File: src/rtl/fifo_wr_arb.sv
// Round-robin write arbiter that feeds two requesters into one 8-deep FIFO.
// Each granted write takes one WRITE cycle, and the FIFO status is tallied in the CHECK cycle after it.
module fifo_wr_arb #(
   parameter int CNT_W = 8
) (
   input  logic             clk,
   input  logic             reset_n,
   input  logic             req0,
   input  logic             req1,
   input  logic [31:0]      d0,
   input  logic [31:0]      d1,
   input  logic             fifo_full,
   input  logic             fifo_wr_ack,
   input  logic             fifo_wr_err,
   output logic             fifo_wr_en,
   output logic [31:0]      fifo_d_in,
   output logic             gnt0,
   output logic             gnt1,
   output logic             busy,
   output logic [CNT_W-1:0] ok_cnt,
   output logic [CNT_W-1:0] err_cnt,
   output logic [1:0]       o_dbg_state
);

   // Handshake: a requester keeps reqN/dN stable until it samples gntN=1 at a rising edge.
   // gntN is a one-cycle pulse, and it coincides with fifo_wr_en and the captured data.
   typedef enum logic [1:0] {
      ST_IDLE  = 2'd0,
      ST_WRITE = 2'd1,
      ST_CHECK = 2'd2
   } state_t;

   state_t            r_state;
   state_t            w_next_state;
   logic              w_go;
   logic              w_pick1;
   logic              r_last;
   logic              r_wr_en;
   logic              r_gnt0;
   logic              r_gnt1;
   logic              r_busy;
   logic [31:0]       r_d_in;
   logic [CNT_W-1:0]  r_ok_cnt;
   logic [CNT_W-1:0]  r_err_cnt;

   always_comb begin
      w_next_state = ST_IDLE;
      w_go         = 1'b0;
      w_pick1      = 1'b0;
      case (r_state)
         ST_WRITE: w_next_state = ST_CHECK;
         default: begin
            if (!fifo_full && (req0 || req1)) begin
               w_go         = 1'b1;
               w_next_state = ST_WRITE;
            end
         end
      endcase
      // On a tie, requester 1 wins only when requester 0 was granted most recently.
      w_pick1 = req1 && (!req0 || !r_last);
   end

   always_ff @(posedge clk) begin
      if (!reset_n) begin
         r_state   <= ST_IDLE;
         r_last    <= 1'b1;
         r_wr_en   <= 1'b0;
         r_gnt0    <= 1'b0;
         r_gnt1    <= 1'b0;
         r_busy    <= 1'b0;
         r_d_in    <= '0;
         r_ok_cnt  <= '0;
         r_err_cnt <= '0;
      end else begin
         r_state <= w_next_state;
         r_wr_en <= w_go;
         r_gnt0  <= w_go && !w_pick1;
         r_gnt1  <= w_go && w_pick1;
         r_busy  <= (w_next_state != ST_IDLE);
         r_d_in  <= w_go ? (w_pick1 ? d1 : d0) : 32'd0;
         if (w_go) begin
            r_last <= w_pick1;
         end
         // An error takes precedence over an ack reported in the same cycle.
         if (r_state == ST_CHECK) begin
            if (fifo_wr_err) begin
               if (!(&r_err_cnt)) r_err_cnt <= r_err_cnt + CNT_W'(1);
            end else if (fifo_wr_ack) begin
               if (!(&r_ok_cnt)) r_ok_cnt <= r_ok_cnt + CNT_W'(1);
            end
         end
      end
   end

   assign fifo_wr_en  = r_wr_en;
   assign fifo_d_in   = r_d_in;
   assign gnt0        = r_gnt0;
   assign gnt1        = r_gnt1;
   assign busy        = r_busy;
   assign ok_cnt      = r_ok_cnt;
   assign err_cnt     = r_err_cnt;
   assign o_dbg_state = r_state;

endmodule

File: config.mk
export PLATFORM = sky130hd
export DESIGN_NAME = fifo_wr_arb
export DESIGN_NICKNAME = d
export VERILOG_FILES = /design/src/rtl/fifo_wr_arb.sv
export SDC_FILE = /design/constraint.sdc
export NUM_CORES = 1
export LEC_CHECK = 0
export CORE_MARGIN = 2
export CORE_UTILIZATION = 34
export DETAILED_ROUTE_END_ITERATION = 16
export PLACE_DENSITY = 0.77
export SLEW_MARGIN = 10
export SYNTH_ARGS = -nofsm -noshare
export SYNTH_HDL_FRONTEND = slang
export SYNTH_SLANG_ARGS = --single-unit
File: constraint.sdc
create_clock -name clk -period 1.4 [get_ports clk]
set_input_delay 0.28 -clock clk [delete_from_list [all_inputs] [get_ports clk]]
set_output_delay 0.28 -clock clk [all_outputs]
set_load 0.02 [all_outputs]
### After elaboration in Yosys (flattened, before gate mapping)

Index checks and enable logic that the tools add are counted.

* register bits: 55
* latch bits: 0
* bits in writable memories: 0
* memory bits (read-only): 0
* word-level logic and storage cells: 37
* memories kept: 0

* $add $sub $neg: 2
* multipliers: 0
* div/mod/pow operators: 0
* order comparisons: 0
* eq/ne operators: 2
* shift-type cells: 0
* mux-type cells: 5
* bitwise operators: 3
* reductions and logical operators: 16

Operators with widths (number)
* two-way mux 32 bit: 1
* adder 8 x 1 -> 8 bit, second input constant: 2
* AND reduction 8 bit: 2
* logical AND 1 bit: 4
* zero test 1 bit: 4
* AND reduction 4 bit: 1
* two-way mux 1 bit: 3
* inverter 1 bit: 3
* AND reduction 3 bit: 1
* equality test 2 x 1 -> 1 bit, second input constant: 1
* equality test 2 bit, second input constant: 1
* logical OR 1 bit: 2
* two-way mux 2 bit: 1
* AND reduction 2 bit: 1
* nonzero test 2 bit: 1

### Longest topological paths before layout

Gate-level depths: netlist (run 1).

* word-level depth: 5
* mapped depth: 6
* gate-level depth less buffers: 5

### Least setup slack after synthesis (run 1)

Ideal clock, no wire load.

* path type: reg-to-reg
* start: reg r_err_cnt[0] (netlist: err_cnt[0])
* end: reg r_err_cnt[7] (netlist: err_cnt[7])
* arrival time: 1.416 ns
* path slack: -0.086 ns
* stages on the path, launching flop included: 6
* path buffers: 0
* cell sequence: dfxtp_1 > ha_1 > nand3_2 > o21ai_4 > or4_1 > a21boi_1

* cells in the longest elaborated chain, start to end: 3
* elaborated cells on any way between the ends: 4

RTL lines
* start: declaration: RTL line 44 `logic [CNT_W-1:0] r_err_cnt;`
* start signal: assignment: RTL line 87 `if (!(&r_err_cnt)) r_err_cnt <= r_err_cnt + CNT_W'(1);`
* branches (longest 3 deep; another with adder 8 x 1 -> 8 bit)

Parallel ways; which one is timed is not known.
A chain may end at the register's enable or synchronous reset.

### Worst setup path in the final report (run 1)

* start: reg r_state[0] (netlist: o_dbg_state[0])
* end: reg r_ok_cnt[5] (netlist: ok_cnt[5])

* cells in the longest elaborated chain, start to end: 2

RTL lines
* start: declaration: RTL line 33 `state_t r_state;`
* start signal: assignment: RTL line 75 `r_state <= w_next_state;`
* equality test 2 bit: RTL line 85 `if (r_state == ST_CHECK) begin`
* AND reduction 4 bit (no source line)
* end signal: assignment: RTL line 89 `if (!(&r_ok_cnt)) r_ok_cnt <= r_ok_cnt + CNT_W'(1);`
* end: declaration: RTL line 43 `logic [CNT_W-1:0] r_ok_cnt;`

No other way between the ends.

==> impl_results.md, run 1 <==
* Slew Limit Headroom at between 80% and 90%
* Hold Buf Count CTS at 0
* Syn avg cell area at 8.66 um2
* Die Y at 82.5 um
* Mapped Nets at 315
* Yosys top cell area share at 51.6%
* H-Tree Depth at 2
* Synth Area in XOR/XNOR at under 10%
* First drt pass iteration count at 4
* First-pass GRT wire length at 8780 um
* Nature of the critical path startpoint: flop
* Fin worst setup slack at 0.000925 ns
* # DRC at 0
* Total Wirelength at 5970 um
* Number of synthesized flops with an enable pin at 0
* WP data required at 1.63 ns
* Initial antenna violation count at 0
* Critical path endpoint category: flop
* Seq cells post-synth at 54
* Layout area overhead at 76.2%
* Hold Crit Class: in -> reg
* Clk_skew at 0.00527 ns
* Worst-Margin Slew at ~0.25 ns
* Core Util, Final at 62.0%
* Crit path kind: reg -> reg
* Clock slew seen by the registers of the worst setup and hold paths at 0.09 ns
* Core region area at 0.00596 mm2
* Post-synth top flop: dfxtp_1
* Slew Limit Fails at 0
* Number of global-route vias before repair at 1932
* Grt total ovfl at 0
* Layout Cells excl Fill at roughly 460
* RSZ-0062 raised after global routing: yes
* Routed length per instance at around 13 um
* Largest cells by area after synthesis: dfxtp_1 52%, nand2_1 12%, a21oi_1 8.4%
* F_max at 0.715 GHz
* Most frequent cells in the layout: 69 x nand2_1, 69 x clkdlybuf4s50_1, 48 x dlygate4sd2_1, 45 x dfxtp_1, 35 x a21oi_1
* Clk_lat worst skew at 0.30 ns
* Status: finished clean
* Die Width at 82.5 um
* Global Route Usage Sum at 17.0%
* Clock Tree Buf Depth at 2
* Synth Instances at between 200 and 250
* DP Area at 0.00355 mm2
* Leakage at 1.66 nW
* CP max FO at 7
* Fraction of layout instances using a drive strength above 1 at 13.8%
* N_diodes at 0
* Final setup viols at 0
* Max-cap violations at 0
* I/O pin count at 125
* Initial Util at a little over a third
* Die area at 0.00681 mm2
* Simple-Gate Fraction of Synth Area at around 24%
* Final count of hold timing violations at 0
* Setup_tns at 0 ns
* Clock root buffer: clkbuf_8
* CP arrival at 1.63 ns
* Synth warnings at 0
* Nets at 455
* Placed insts at 446
* Area fraction in compound gates after synthesis at 15.9%
* Post-synthesis mux area share at less than 1%
* Largest net degree at the start of global routing at 34
* Period utilization at 99.9%
* Cell taking the most area after synthesis: dfxtp_1
* Post-synthesis adder-cell area fraction at 1.19%
* Cell row count at 28
* Register area share after synthesis at 51.6%
* Final instance area at 0.00369 mm2
* Post-Place Setup Slack at -0.369 ns
* Largest family of logic cells by synthesized area: simple AND/OR/NAND/NOR gates
* Netlist cell types at 34
* Fraction of registers with async set/reset at 0%
* Max VDD drop at 0.000443 V
* Dpl hpwl at 4470 um
* PwrDens at 806 mW/mm2
* Number of CTS-inserted buffers at 5
* PortBufs at about 120
* CTS tree: yes
* Vias per cell at ~4.7
* Fin crit period at 1.40 ns
* Routed vias at 2159
* CTS Sinks at 54
* Initial drt markers at 41
* RePlAce Congestion at 0.748
* Final antenna-violating net count at 0
* Synthesized area at between 0.002 and 0.0025 mm2
[what timing repair did]
item,in CTS,in global routing
buffers inserted,0,4
gates resized for setup,58,23
setup endpoints to repair,60,18
pin swaps,4,5
[final cells by class]
cell class                      instances  area (um2)
Clock inverter                          1        5.00
Multi-Input combinational cell        173        1030
Inverter                                2        7.51
Timing Repair Buffer                  146        1370
Fill cell                             562        2260
Tap cell                               75        93.8
Sequential cell                        54        1100
Clock buffer                            7        86.3
[registers in the layout, summed over array words and instances (netlist names)]
register     count
o_dbg_state      2
busy             1
gnt1             1
gnt0             1
err_cnt          8
r_last           1
fifo_d_in       32
ok_cnt           8
[layer usage]
layer	track usage, %	up-vias	wire (um)
li1	-	1090	-
met1	18.7	989	2320
met2	29.7	72	3090
met3	6.41	8	452
met4	6.56	0	105
met5	0	-	0
[cell usage after synthesis (all sizes together), types with 4 or more instances]
cell type and n:
clkbuf 12, dfxtp 54, o211ai 6, a21oi 35, o21ai 4, nor2 4
o31ai 4, nand2 69, and2 10, xnor2 8, and3 4
[path summary, 6_finish.rpt]
check             cells past startpoint                 startpoint                 endpoint  slack (ns)
setup / recovery                      4  o_dbg_state[0]$_SDFF_PN0_   ok_cnt[5]$_SDFFE_PN0P_      0.0009
hold / removal                        3                      d1[8]  fifo_d_in[8]$_SDFF_PN0_        0.51
setup reg to reg                      4  o_dbg_state[0]$_SDFF_PN0_   ok_cnt[5]$_SDFFE_PN0P_      0.0009
hold reg to reg                       2     ok_cnt[5]$_SDFFE_PN0P_   ok_cnt[5]$_SDFFE_PN0P_        0.52
[report_power, final]
part / switching (W) / internal [W]
Clock: 0.000474 / 0.000400
Sequential: 0.0000162 / 0.00158
Combinational: 0.000223 / 0.000288
[logic make-up (layout without fill, tap and decap cells)]
group                    count (synthesis)  count (layout)
buffers and inverters                   15             156
XOR/XNOR                                 8               8
flip-flops                              54              54
AND/OR/NAND/NOR                        106             106
multiplexers                             2               2
adder cells (fa/ha/maj)                  2               2
AO/OA/AOI/OAI                           55              55
[through the flow]
stage	hold WS, ns	total power, W
finish	0.513	0.00298
global route	0.507	0.00313
CTS	0.502	0.00303
detailed placement	0.514	0.00219
global placement	0.504	0.00218
floorplan	0.416	0.00183
[critical path, cell delays in order, from the launching register on]
cell	delay (ns)
dfxtp_4	0.38
and4bb_4	0.37
o211ai_4	0.10
or3_1	0.34
a21boi_1	0.14
(Power assumes the default switching activity.)
==> inputs of run 2 (changes only) <==
CAP_MARGIN = 10   (was not set)
==> results of run 2 <==
Same layout as run 1: the final DEF is identical, and so are final timing and power.
